--- src/rtl/exe_hazard_forward_ctrl.sv ---
// rtl/exe_hazard_forward_ctrl.sv - execute-stage forwarding select, load-use stall, flush and freeze control
//
// Keeps a shadow copy of the destination/control fields of the instructions
// held in EX, MEM and WB. From that shadow state it drives the EX operand
// source selects, and from the ID decode fields it decides whether the ID/EX
// boundary advances, takes a stall bubble, takes a flush bubble or freezes.
//
// Ports:
//   clk, rst                     clock (rising edge), synchronous active-high reset
//   id_valid                     ID holds a real instruction
//   id_src1, id_src2             ID source register indices
//   id_use_src1, id_use_src2     ID instruction reads the corresponding source
//   id_dst, id_wb_en             ID destination index and write-back enable
//   id_mem_read                  ID instruction is a load
//   branch_taken                 EX branch resolved taken this cycle
//   mem_freeze                   MEM waiting on memory, whole pipeline holds
//   sel_src1, sel_src2           EX operand selects: 00 reg file, 01 MEM, 10 WB
//   stall                        hold PC and IF/ID, bubble into ID/EX
//   flush                        squash IF/ID and ID/EX (taken branch)
//   freeze                       hold every pipeline register
//   stall_count                  saturating count of stall and freeze cycles

module exe_hazard_forward_ctrl #(
    parameter bit FWD_EN = 1'b1,
    parameter int CNT_W  = 16
) (
    input  logic             clk,
    input  logic             rst,
    input  logic             id_valid,
    input  logic [3:0]       id_src1,
    input  logic [3:0]       id_src2,
    input  logic             id_use_src1,
    input  logic             id_use_src2,
    input  logic [3:0]       id_dst,
    input  logic             id_wb_en,
    input  logic             id_mem_read,
    input  logic             branch_taken,
    input  logic             mem_freeze,
    output logic [1:0]       sel_src1,
    output logic [1:0]       sel_src2,
    output logic             stall,
    output logic             flush,
    output logic             freeze,
    output logic [CNT_W-1:0] stall_count
);

    // Fields common to every shadow stage.
    typedef struct packed {
        logic       valid;
        logic [3:0] dst;
        logic       wb_en;
        logic       mem_read;
    } stage_t;

    // EX also remembers its own sources so the selects can be formed there.
    typedef struct packed {
        stage_t     base;
        logic [3:0] src1;
        logic [3:0] src2;
        logic       use_src1;
        logic       use_src2;
    } ex_stage_t;

    localparam logic [1:0] SEL_REG = 2'b00;
    localparam logic [1:0] SEL_MEM = 2'b01;
    localparam logic [1:0] SEL_WB  = 2'b10;

    ex_stage_t ex_q;
    stage_t    mem_q;
    stage_t    wb_q;

    ex_stage_t ex_from_id;
    logic      hazard;
    logic      hazard_src1;
    logic      hazard_src2;
    logic      count_en;

    // A stage can only supply (or block) a value if it really writes the
    // register being read and the reader actually uses it.
    function automatic logic match(input stage_t st, input logic [3:0] src, input logic use_src);
        return st.valid & st.wb_en & use_src & (st.dst == src);
    endfunction

    // MEM holds the younger result, so it wins over WB.
    function automatic logic [1:0] fwd_select(input stage_t mem_st, input stage_t wb_st,
                                              input logic [3:0] src, input logic use_src);
        logic [1:0] sel;
        sel = SEL_REG;
        if (match(mem_st, src, use_src)) begin
            sel = SEL_MEM;
        end else if (match(wb_st, src, use_src)) begin
            sel = SEL_WB;
        end
        return sel;
    endfunction

    // Operand selects
    always_comb begin
        sel_src1 = SEL_REG;
        sel_src2 = SEL_REG;
        if (FWD_EN) begin
            sel_src1 = fwd_select(mem_q, wb_q, ex_q.src1, ex_q.use_src1);
            sel_src2 = fwd_select(mem_q, wb_q, ex_q.src2, ex_q.use_src2);
        end
    end

    // RAW hazard detection on the instruction currently in ID.
    // With forwarding only a load in EX is too late to forward from; without
    // forwarding any pending writer in EX or MEM must retire first (WB is
    // assumed to write the register file before ID reads it).
    always_comb begin
        hazard_src1 = 1'b0;
        hazard_src2 = 1'b0;
        if (FWD_EN) begin
            hazard_src1 = ex_q.base.mem_read & match(ex_q.base, id_src1, id_use_src1);
            hazard_src2 = ex_q.base.mem_read & match(ex_q.base, id_src2, id_use_src2);
        end else begin
            hazard_src1 = match(ex_q.base, id_src1, id_use_src1) | match(mem_q, id_src1, id_use_src1);
            hazard_src2 = match(ex_q.base, id_src2, id_use_src2) | match(mem_q, id_src2, id_use_src2);
        end
        hazard = id_valid & (hazard_src1 | hazard_src2);
    end

    // Pipeline control, priority freeze > flush > stall
    always_comb begin
        freeze   = mem_freeze;
        flush    = branch_taken & ~mem_freeze;
        stall    = hazard & ~mem_freeze & ~branch_taken;
        count_en = stall | freeze;
    end

    always_comb begin
        ex_from_id               = '0;
        ex_from_id.base.valid    = id_valid;
        ex_from_id.base.dst      = id_dst;
        ex_from_id.base.wb_en    = id_wb_en;
        ex_from_id.base.mem_read = id_mem_read;
        ex_from_id.src1          = id_src1;
        ex_from_id.src2          = id_src2;
        ex_from_id.use_src1      = id_use_src1;
        ex_from_id.use_src2      = id_use_src2;
    end

    // Shadow stage registers
    always_ff @(posedge clk) begin
        if (rst) begin
            ex_q  <= '0;
            mem_q <= '0;
            wb_q  <= '0;
        end else if (!mem_freeze) begin
            mem_q <= ex_q.base;
            wb_q  <= mem_q;
            // A flush or stall both put a bubble into EX; the stalled ID
            // instruction is presented again next cycle by the pipeline.
            if (branch_taken || hazard) begin
                ex_q <= '0;
            end else begin
                ex_q <= ex_from_id;
            end
        end
    end

    // Stall/freeze cycle counter, saturating
    always_ff @(posedge clk) begin
        if (rst) begin
            stall_count <= '0;
        end else if (count_en && (stall_count != {CNT_W{1'b1}})) begin
            stall_count <= stall_count + CNT_W'(1);
        end
    end

endmodule

--- config.mk ---
export PLATFORM = sky130hd
export DESIGN_NAME = exe_hazard_forward_ctrl
export DESIGN_NICKNAME = d
export VERILOG_FILES = /design/src/rtl/exe_hazard_forward_ctrl.sv
export SDC_FILE = /design/constraint.sdc
export NUM_CORES = 1
export LEC_CHECK = 0
export CORE_ASPECT_RATIO = 1.4
export CORE_MARGIN = 10
export CORE_UTILIZATION = 40
export CTS_CLUSTER_SIZE = 16
export DETAILED_ROUTE_END_ITERATION = 8
export DONT_BUFFER_PORTS = 1
export GPL_ROUTABILITY_DRIVEN = 0
export PLACE_DENSITY_LB_ADDON = 0.08
export SLEW_MARGIN = 20
export SYNTH_ARGS = -nofsm -noshare
export SYNTH_HDL_FRONTEND = slang
export SYNTH_SLANG_ARGS = --single-unit
--- constraint.sdc ---
create_clock -name clk -period 3.4 [get_ports clk]
set_input_delay 0.34 -clock clk [delete_from_list [all_inputs] [get_ports clk]]
set_output_delay 0.34 -clock clk [all_outputs]
set_load 0.01 [all_outputs]
---- After elaboration in Yosys (flattened, before gate mapping) ----
Cells that the tools add are included.
word-level totals
  flip-flop bits (word level) ............. 45
  input port bits ......................... 21
  logic and storage cells ................. 55
operators by class
  add/sub/neg operators ................... 1
  eq/ne operators ......................... 7
  muxes and demuxes ....................... 5
  bitwise operators ....................... 25
  reduce and logical (&&, ||, !) cells .... 2
operator list
  cell                     count
  $eq A4 B4 Y1             6
  $and A1 B1 Y1            21
  $mux W17                 1
  $add A16 B1 Y16 const B  1
  $ne A16 B16 Y1 const B   1
  $mux W2                  4
  $not A1 Y1               2
  $or A1 B1 Y1             2
  $logic_and A1 B1 Y1      1
  $logic_or A1 B1 Y1       1

---- Logic depth before layout (Yosys ltp) ----
Gate-level depths: netlist of the first run.
  depth in word-level cells ............... 10
  gate-level depth with buffers ........... 8
  gate-level depth less buffers ........... 6

---- Least setup slack after synthesis of the first run ----
OpenSTA, ideal clock, no wires.
  kind .................................... input to register
  start ................................... in id_valid
  end ..................................... reg stall_count[11]
  setup time .............................. 0.123 ns
  data arrival time ....................... 2.101 ns
  required time ........................... 3.277 ns
  setup slack ............................. 1.175 ns
  stages .................................. 7
  buffers on the path ..................... 2
  path through ............................ nand4_1 > buf_6 > or4b_4 > o221a_4 > buf_6 > nor4_1 > mux2_1
on the way
  word-level cells in the longest chain between the ends .. 5
ends and longest elaborated chain
  item                         RTL line  source
  start: declaration           29        input logic id_valid,
  $and A1 B1 Y1                121       hazard = id_valid & (hazard_src1 | hazard_src2);
  $and A1 B1 Y1 (2 in series)  128       stall = hazard & ~mem_freeze & ~branch_taken;
  $or A1 B1 Y1                 129       count_en = stall | freeze;
  $logic_and A1 B1 Y1          167       end else if (count_en && (stall_count != {CNT_W{1'b1}})) begin
  end signal: assignment       168       stall_count <= stall_count + CNT_W'(1);
  end: declaration             44        output logic [CNT_W-1:0] stall_count
No other way between the ends.
A chain may end at the register's enable or synchronous reset.

---- Worst setup path in the final report of the first run ----
  start ................................... reg ex_q[11] (netlist bit)
  end ..................................... reg stall_count[15]
on the way
  word-level cells in the longest chain between the ends .. 10
ends and longest elaborated chain
  item                                     RTL line  source
  start: declaration                       68        ex_stage_t ex_q;
  start signal: assignment                 158       ex_q <= ex_from_id;
  $and A1 B1 Y1 (*)                        n/a
  $and A1 B1 Y1 (2 in series)              n/a
  $and A1 B1 Y1, on equally long branches  115, 116
  $or A1 B1 Y1 (*)                         121
  $and A1 B1 Y1 (*)                        121
  $and A1 B1 Y1 (*) (2 in series)          128
  $or A1 B1 Y1 (*)                         129
  $logic_and A1 B1 Y1 (*)                  167
Mark *: on every way between the ends. The rest lies on a longest branch, timed or not.

==> results of run 1 <==
## metal layers
metal	global-route usage	wire (um)
met1	0.128	2320
met2	0.221	2990
met3	0.0511	435
met4	0.0396	51
met5	0	0
## stage by stage
step                      cell area [um2]  hold slack (ns)  std cells
after floorplan                      2310            0.446        267
after global routing                 2440           0.0883        326
after detailed placement             2310            0.419        318
after global placement               2310            0.415        318
after CTS                            2440           0.0921        326
final                                2440            0.101        326
## flip-flops by register name, summed over array words and instances (netlist names)
register / count
ex_q: 17
mem_q: 6
stall_count: 16
wb_q: 6
## cell families (layout without fill, tap and decap cells)
kind of cell               after synthesis  after routing  share of synthesized area
AOI/OAI and AO/OA                       61             61                      0.170
adders and majority gates                1              1                    0.00542
buffers and inverters                   21             12                     0.0456
muxes                                   17             17                     0.0765
DFF                                     45             45                      0.390
xor gates and xnor gates                24             24                     0.0911
and+or+nand+nor                         98             98                      0.221
## worst max-delay path by stage
stage                                               to  depth (start not counted)
after floorplan           stall_count[11]$_SDFFE_PP0P_                          7
after global placement     stall_count[5]$_SDFFE_PP0P_                          5
after detailed placement  stall_count[15]$_SDFFE_PP0P_                          5
after CTS                 stall_count[15]$_SDFFE_PP0P_                          5
after global routing      stall_count[15]$_SDFFE_PP0P_                          5
final                     stall_count[15]$_SDFFE_PP0P_                          5
## power groups by stage
| stage | registers [mW] | clock network [mW] | logic, mW |
|---|---|---|---|
| after floorplan | 0.561 | 0 | 0.0663 |
| after global placement | 0.566 | 0 | 0.0563 |
| after detailed placement | 0.566 | 0 | 0.0568 |
| after CTS | 0.554 | 0.494 | 0.0570 |
| after global routing | 0.556 | 0.507 | 0.0640 |
| final | 0.553 | 0.476 | 0.0567 |
## layout make-up
class / instances / area [um2]
Multi-Input combinational cell: 201 / 1300
Tap cell: 68 / 85.1
Clock inverter: 3 / 65.1
Inverter: 3 / 11.3
Sequential cell: 45 / 901
Timing Repair Buffer: 1 / 7.51
Clock buffer: 5 / 68.8
Fill cell: 575 / 3120
## critical path, stage by stage, from the launching register on
cell                      delay (ns)
sky130_fd_sc_hd__dfxtp_1        0.36
sky130_fd_sc_hd__nand4_1        0.40
sky130_fd_sc_hd__or4b_1         0.65
sky130_fd_sc_hd__o221a_4        0.38
sky130_fd_sc_hd__nor4_1         0.41
sky130_fd_sc_hd__mux2_1         0.35
## cell usage in the layout, fill, tap and decap left out, types with 8 or more instances in the layout
cell / netlist / routed
sky130_fd_sc_hd__a21oi_1: 27 / 27
sky130_fd_sc_hd__dfxtp_1: 45 / 45
sky130_fd_sc_hd__mux2i_1: 12 / 12
sky130_fd_sc_hd__nand2_1: 25 / 25
sky130_fd_sc_hd__nand3_1: 9 / 9
sky130_fd_sc_hd__nand4_1: 8 / 8
sky130_fd_sc_hd__nor2_1: 21 / 20
sky130_fd_sc_hd__o211ai_1: 18 / 18
sky130_fd_sc_hd__xnor2_1: 18 / 18
==> impl_table.tex, run 1 <==
\begin{tabular}{lr}
\hline
Metric & Value \\
\hline
\multicolumn{2}{l}{\textbf{Logic synthesis}} \\
Mean post-synth cell area & 8.64 um2 \\
Combined area of all synthesized cells & 2310 um2 \\
Part of the Yosys area used for sequential elements & 0.390 \\
Commonest cells post-synth & sky130\_fd\_sc\_hd\_\_dfxtp\_1, sky130\_fd\_sc\_hd\_\_a21oi\_1, sky130\_fd\_sc\_hd\_\_nand2\_1, sky130\_fd\_sc\_hd\_\_nor2\_1 \\
Syn\_nets & 289 \\
Async set or reset register ratio after synthesis & 0 \\
Number of distinct library cells after synthesis & 38 \\
Predominant post-synthesis flop cell & sky130\_fd\_sc\_hd\_\_dfxtp\_1 \\
Synth Register Bits & 45 \\
Count of flip-flops with a built-in enable after synthesis & 0 \\
Instance count of the mapped netlist & 267 \\
Most instantiated library cell after synthesis & sky130\_fd\_sc\_hd\_\_dfxtp\_1 \\
Top cell type by total area after synthesis & sky130\_fd\_sc\_hd\_\_dfxtp\_1 \\
Total number of yosys warnings & 0 \\
Portion of synthesized cell area occupied by the leading cell type & 0.390 \\
Cell types occupying the most area after synthesis & sky130\_fd\_sc\_hd\_\_dfxtp\_1, sky130\_fd\_sc\_hd\_\_xnor2\_1, sky130\_fd\_sc\_hd\_\_a21oi\_1 \\
\multicolumn{2}{l}{\textbf{Clocking}} \\
Post-CTS resize count & 0 \\
Level count of the clock H-tree & 2 \\
Longest Clk Path Bufs & 2 \\
Number of sinks handled by clock tree synthesis & 45 \\
Setup Fix Bufs, Post-CTS & 0 \\
Clock latency of the later-clocked register in the worst-skew pair & 0.29 ns \\
Number of buffers added by the clock tree synthesis step & 5 \\
Clock-pin slew on the worst setup and hold paths & 0.09 ns \\
Clock Root Buffer & sky130\_fd\_sc\_hd\_\_clkbuf\_8 \\
Hold bufs inserted after CTS & 0 \\
Clock tree from TritonCTS & done \\
\multicolumn{2}{l}{\textbf{Power and ir drop}} \\
Logic pwr share & 0.052 \\
Pwr per Cell Area & 445 nW/um2 \\
Portion of total power attributed to sequential cells & 0.510 \\
Largest voltage drop on the vdd net & 0.000314 V \\
Pint & 859 uW \\
Static leakage & 0.802 nW \\
Power dissipated by switching net loads & 227 uW \\
Fraction of power consumed by the clock network & 0.438 \\
Post-layout total power & 1.09 mW \\
Switching portion of total power & 0.209 \\
\multicolumn{2}{l}{\textbf{Global route}} \\
Vias in the first global route & 1809 \\
Wire length of the first global-routing pass & 9.34 mm \\
Global-route usage over all layers & 0.123 \\
Leftover overflow at the end of global routing & 0 \\
Pin count of the biggest net entering global routing & 51 \\
Initial antenna violation count & 0 \\
\multicolumn{2}{l}{\textbf{Placement}} \\
Pre-CTS WS & 0.762 ns \\
HPWL after detailed placement & 4.16 mm \\
Number of input and output port buffers inserted & 0 \\
\multicolumn{2}{l}{\textbf{Finish}} \\
Antenna Diode Count & 0 \\
Share of final-layout standard cells stronger than drive strength 1 & 0.0581 \\
Total Nets Final & 279 \\
Area delta synth->final & 5.86\% \\
Utilization of the core after routing & 0.439 \\
\multicolumn{2}{l}{\textbf{STA}} \\
Fmax & 375 MHz \\
Worst setup slack after layout & 0.734 ns \\
Final-report hold violation count & 0 \\
Period utilisation layout & 0.784 \\
Min Tclk post-route & 2.67 ns \\
Worst Max-Slew Pin Slew & 0.740 ns \\
Number of setup violations in the final report & 0 \\
Post-route clock skew & 0.00363 ns \\
Worst rel slew slack & 0.502 \\
Sum of negative setup slack & 0 ns \\
Pins Over Slew Limit & 0 \\
RSZ-0062 raised after global routing & false \\
\multicolumn{2}{l}{\textbf{Setup path}} \\
Crit path capture type & flip-flop \\
Sort of element at the start of the critical path & flip-flop \\
Top fanout value on the critical path & 25 \\
Required arrival time at the worst endpoint & 3.59 ns \\
Critical path launch point & ex\_q[11]\$\_SDFFE\_PP0N\_ \\
Destination of the worst register-to-register timing path & stall\_count[15]\$\_SDFFE\_PP0P\_ \\
Number of cells on the worst reg-to-reg path & 5 \\
Arrival time at the worst endpoint & 2.85 ns \\
Critical path type & flip-flop to flip-flop \\
R2R Setup Slk & 0.73 ns \\
Reg2Reg Launch Point & ex\_q[11]\$\_SDFFE\_PP0N\_ \\
\multicolumn{2}{l}{\textbf{Hold path}} \\
Worst min-delay path class & primary input to flip-flop \\
Hold Path Stages & 1 \\
Hold Crit Endpoint & stall\_count[9]\$\_SDFFE\_PP0P\_ \\
Startpoint of the tightest hold check path & rst \\
\multicolumn{2}{l}{\textbf{Drt}} \\
Overall routed net length & 5.79 mm \\
Length of the first detailed-routing pass in iterations & 5 \\
Via-per-instance ratio & 5.73 \\
DRC & 0 \\
Detailed Route Iter0 Violations & 74 \\
WL per Instance & 17.8 um \\
Antenna viol nets, final & 0 \\
Vias after detailed routing & 1868 \\
\multicolumn{2}{l}{\textbf{Die}} \\
Core region area & 5570 um2 \\
Initial standard-cell utilization of the core & 0.415 \\
Placement Rows & 32 \\
Die Y-Extent & 110 um \\
Die Footprint & 9250 um2 \\
Width of the die & 84.2 um \\
Number of top-level pins & 44 \\
\multicolumn{2}{l}{\textbf{Flow run}} \\
Number of maximum-capacitance constraint violations & 0 \\
\multicolumn{2}{l}{\textbf{Run status}} \\
Outcome & complete, no violations \\
\hline
\end{tabular}
No activity file was read; power rests on OpenSTA's default activity.
==> run 2, diff against run 1 <==
==> constraint.sdc (replaced) <==
create_clock -name clk -period 2.2 [get_ports clk]
set_input_delay 0.22 -clock clk [delete_from_list [all_inputs] [get_ports clk]]
set_output_delay 0.22 -clock clk [all_outputs]
set_load 0.01 [all_outputs]
==> run 2 against run 1 <==
  * Sequential share of layout area decreased by 4.2 points
  * Sequential power increased by 54%
  * Setup slack got worse by 0.71 ns
  * Total power increased by 49%
  * Flip-flop and latch count unchanged
  * Global-route usage increased by 0.37 points
  * Critical path type unchanged
  * Largest power group unchanged
==> impl_table.tex, run 2 (synthesized netlist as in run 1, its figures left out) <==
\begin{tabular}{lr}
\hline
Metric & Value \\
\hline
\multicolumn{2}{l}{\textbf{Global route}} \\
Vias in the first global route & 1881 (was 1809) \\
Wire length of the first global-routing pass & 9.53 mm (was 9.34 mm) \\
Leftover overflow at the end of global routing & 0 (unchanged) \\
Pin count of the biggest net entering global routing & 41 (was 51) \\
Initial antenna violation count & 0 (unchanged) \\
Global-route usage over all layers & 0.127 (was 0.123) \\
\multicolumn{2}{l}{\textbf{Power and ir drop}} \\
Logic pwr share & 0.084 (was 0.052) \\
Power dissipated by switching net loads & 385 uW (was 227 uW) \\
Largest voltage drop on the vdd net & 0.000470 V (was 0.000314 V) \\
Post-layout total power & 1.62 mW (was 1.09 mW) \\
Switching portion of total power & 0.237 (was 0.209) \\
Fraction of power consumed by the clock network & 0.392 (was 0.438) \\
Static leakage & 0.939 nW (was 0.802 nW) \\
Portion of total power attributed to sequential cells & 0.524 (was 0.510) \\
Pint & 1.24 mW (was 859 uW) \\
Pwr per Cell Area & 587 nW/um2 (was 445 nW/um2) \\
\multicolumn{2}{l}{\textbf{STA}} \\
Final hold slack & 0.0538 ns (was 0.101 ns) \\
Min Tclk post-route & 2.17 ns (was 2.67 ns) \\
Pins Over Slew Limit & 0 (unchanged) \\
Number of setup violations in the final report & 0 (unchanged) \\
Worst setup slack after layout & 0.0275 ns (was 0.734 ns) \\
Worst Max-Slew Pin Slew & 0.398 ns (was 0.740 ns) \\
RSZ-0062 raised after global routing & true (was false) \\
Final-report hold violation count & 0 (unchanged) \\
Worst rel slew slack & 0.733 (was 0.502) \\
Sum of negative setup slack & 0 ns (unchanged) \\
Post-route clock skew & 0.00546 ns (was 0.00363 ns) \\
Period utilisation layout & 0.988 (was 0.784) \\
Fmax & 460 MHz (was 375 MHz) \\
\multicolumn{2}{l}{\textbf{Die}} \\
Number of top-level pins & 44 (unchanged) \\
Initial standard-cell utilization of the core & 0.415 (unchanged) \\
Core region area & 5570 um2 (unchanged) \\
Width of the die & 84.2 um (unchanged) \\
Die Footprint & 9250 um2 (unchanged) \\
Placement Rows & 32 (unchanged) \\
Die Y-Extent & 110 um (unchanged) \\
\multicolumn{2}{l}{\textbf{Setup path}} \\
Critical path launch point & ex\_q[11]\$\_SDFFE\_PP0N\_ (unchanged) \\
Last element of the critical path & stall\_count[15]\$\_SDFFE\_PP0P\_ (unchanged) \\
Reg2Reg Launch Point & ex\_q[11]\$\_SDFFE\_PP0N\_ (unchanged) \\
R2R Setup Slk & 0.03 ns (was 0.73 ns) \\
Arrival time at the worst endpoint & 2.37 ns (was 2.85 ns) \\
Max stage delay cell, worst path & sky130\_fd\_sc\_hd\_\_or4b\_4 (was sky130\_fd\_sc\_hd\_\_or4b\_1) \\
Destination of the worst register-to-register timing path & stall\_count[15]\$\_SDFFE\_PP0P\_ (unchanged) \\
Cell Chain, Critical Path & nand4\_1 -> or4b\_4 -> o221a\_4 -> nor4\_4 -> mux2\_4 (was nand4\_1 -> or4b\_1 -> o221a\_4 -> nor4\_1 -> mux2\_1) \\
Sort of element at the start of the critical path & flip-flop (unchanged) \\
Top fanout value on the critical path & 5 (was 25) \\
Number of cells on the worst reg-to-reg path & 5 (unchanged) \\
Critical path type & flip-flop to flip-flop (unchanged) \\
Slowest stage delay, CP & 0.56 ns (was 0.65 ns) \\
Required arrival time at the worst endpoint & 2.39 ns (was 3.59 ns) \\
Crit path capture type & flip-flop (unchanged) \\
\multicolumn{2}{l}{\textbf{Drt}} \\
Vias after detailed routing & 2013 (was 1868) \\
Via-per-instance ratio & 5.70 (was 5.73) \\
DRC & 0 (unchanged) \\
Antenna viol nets, final & 0 (unchanged) \\
Length of the first detailed-routing pass in iterations & 4 (was 5) \\
WL per Instance & 17.6 um (was 17.8 um) \\
Overall routed net length & 6.22 mm (was 5.79 mm) \\
Detailed Route Iter0 Violations & 53 (was 74) \\
\multicolumn{2}{l}{\textbf{Finish}} \\
Layout fillers & 528 (was 575) \\
Total Nets Final & 306 (was 279) \\
Flip-flop count of the largest register after layout & 17 (unchanged) \\
Area delta synth->final & 19.7\% (was 5.86\%) \\
Register ranked first by flip-flop count & ex\_q (unchanged) \\
Share of final-layout standard cells stronger than drive strength 1 & 0.189 (was 0.0581) \\
Commonest non-fill, non-tap cell in the layout & sky130\_fd\_sc\_hd\_\_dfxtp\_1 (unchanged) \\
Most frequent cells in the layout & sky130\_fd\_sc\_hd\_\_dfxtp\_1, sky130\_fd\_sc\_hd\_\_a21oi\_1, sky130\_fd\_sc\_hd\_\_nand2\_1 (unchanged) \\
Regs by FF count & ex\_q: 17 flops, stall\_count: 16 flops (unchanged) \\
Final design area excluding fillers & 2760 um2 (was 2440 um2) \\
Antenna Diode Count & 0 (unchanged) \\
\multicolumn{2}{l}{\textbf{Clocking}} \\
Longest Clk Path Bufs & 2 (unchanged) \\
Number of sinks handled by clock tree synthesis & 45 (unchanged) \\
Clock tree from TritonCTS & done (unchanged) \\
Number of buffers added by the clock tree synthesis step & 5 (unchanged) \\
Clock-pin slew on the worst setup and hold paths & 0.09 ns (about the same) \\
Clock Root Buffer & sky130\_fd\_sc\_hd\_\_clkbuf\_8 (unchanged) \\
Clock latency of the later-clocked register in the worst-skew pair & 0.30 ns (was 0.29 ns) \\
Level count of the clock H-tree & 2 (unchanged) \\
\multicolumn{2}{l}{\textbf{Placement}} \\
Pre-CTS WS & -0.0109 ns (was 0.762 ns) \\
Post-Place Cell Area & 2470 um2 (was 2310 um2) \\
Number of input and output port buffers inserted & 0 (unchanged) \\
HPWL after detailed placement & 4.34 mm (was 4.16 mm) \\
\multicolumn{2}{l}{\textbf{Flow run}} \\
Number of maximum-capacitance constraint violations & 0 (unchanged) \\
\multicolumn{2}{l}{\textbf{Run status}} \\
Outcome & complete, no violations (unchanged) \\
\multicolumn{2}{l}{\textbf{Hold path}} \\
Worst min-delay path class & primary input to flip-flop (unchanged) \\
\hline
\end{tabular}
run 2: cell types whose count changed in the layout (fill, tap and decap cells not counted), moves of 2 or more:
cell	delta
sky130_fd_sc_hd__buf_4	+23
sky130_fd_sc_hd__dfxtp_1	-2
sky130_fd_sc_hd__dfxtp_2	+2
sky130_fd_sc_hd__mux2_2	-2
sky130_fd_sc_hd__mux2_4	+3
sky130_fd_sc_hd__nor4_1	-3
sky130_fd_sc_hd__nor4_4	+4
sky130_fd_sc_hd__o221a_2	+2
run 2: stage by stage:
stage,utilization,instances
floorplan,-,267
global placement,0.444,340
detailed placement,0.444,340
CTS,0.473,349
global route,0.496,353
finish,0.496,353
run 2: power groups by stage:
stage | combinational (mW) | clock (mW) | sequential (mW)
4_1_cts | 0.123 | 0.662 | 0.850
3_5_place_dp | 0.106 | 0 | 0.869
3_3_place_gp | 0.105 | 0 | 0.869
2_1_floorplan | 0.102 | 0 | 0.868
6_report | 0.136 | 0.635 | 0.850
5_1_grt | 0.151 | 0.679 | 0.853
run 2: final cells by class:
cell class / instances / area (um2) / area share
Multi-Input combinational cell: 203 / 1440 / 0.520
Sequential cell: 45 / 903 / 0.327
Timing Repair Buffer: 26 / 211 / 0.0766
Tap cell: 68 / 85.1 / 0.0308
Clock buffer: 5 / 68.8 / 0.0249
Clock inverter: 3 / 46.3 / 0.0168
Inverter: 3 / 11.3 / 0.00408
run 2: worst min-delay path by stage:
| stage | start | to | depth (start not counted) |
|---|---|---|---|
| detailed placement | rst | stall_count[9]$_SDFFE_PP0P_ | 1 |
| CTS | mem_freeze | ex_q[8]$_SDFFE_PP0N_ | 2 |
| floorplan | id_dst[3] | ex_q[15]$_SDFFE_PP0N_ | 2 |
| finish | mem_freeze | ex_q[8]$_SDFFE_PP0N_ | 2 |
| global placement | rst | stall_count[10]$_SDFFE_PP0P_ | 1 |
| global route | mem_freeze | ex_q[7]$_SDFFE_PP0N_ | 2 |
run 2: timing repair:
action / CTS / global route
setup endpoints to repair: 4 / 14
hold buffers: 1 / 0
gates cloned: 0 / 2
hold endpoints to repair: 40 / 0
setup buffers: 0 / 2
pin swaps: 0 / 3
resized for setup: 4 / 18
run 2: metal layers:
layer / wire (um) / share of wire / GRT usage / vias to the layer above
li1: - / - / - / 1012
met1: 2370 / 0.38 / 0.127 / 931
met2: 3120 / 0.50 / 0.229 / 54
met3: 539 / 0.087 / 0.0511 / 16
met4: 191 / 0.031 / 0.0540 / 0
met5: 0 / 0 / 0 / -
run 2: worst max-delay path: cells and delay by family (launching register included):
kind / cells / cell delay, ns
multiplexers: 1 / 0.32
flip-flops: 1 / 0.34
AND/OR/NAND/NOR: 3 / 1.04
AO/OA/AOI/OAI: 1 / 0.38
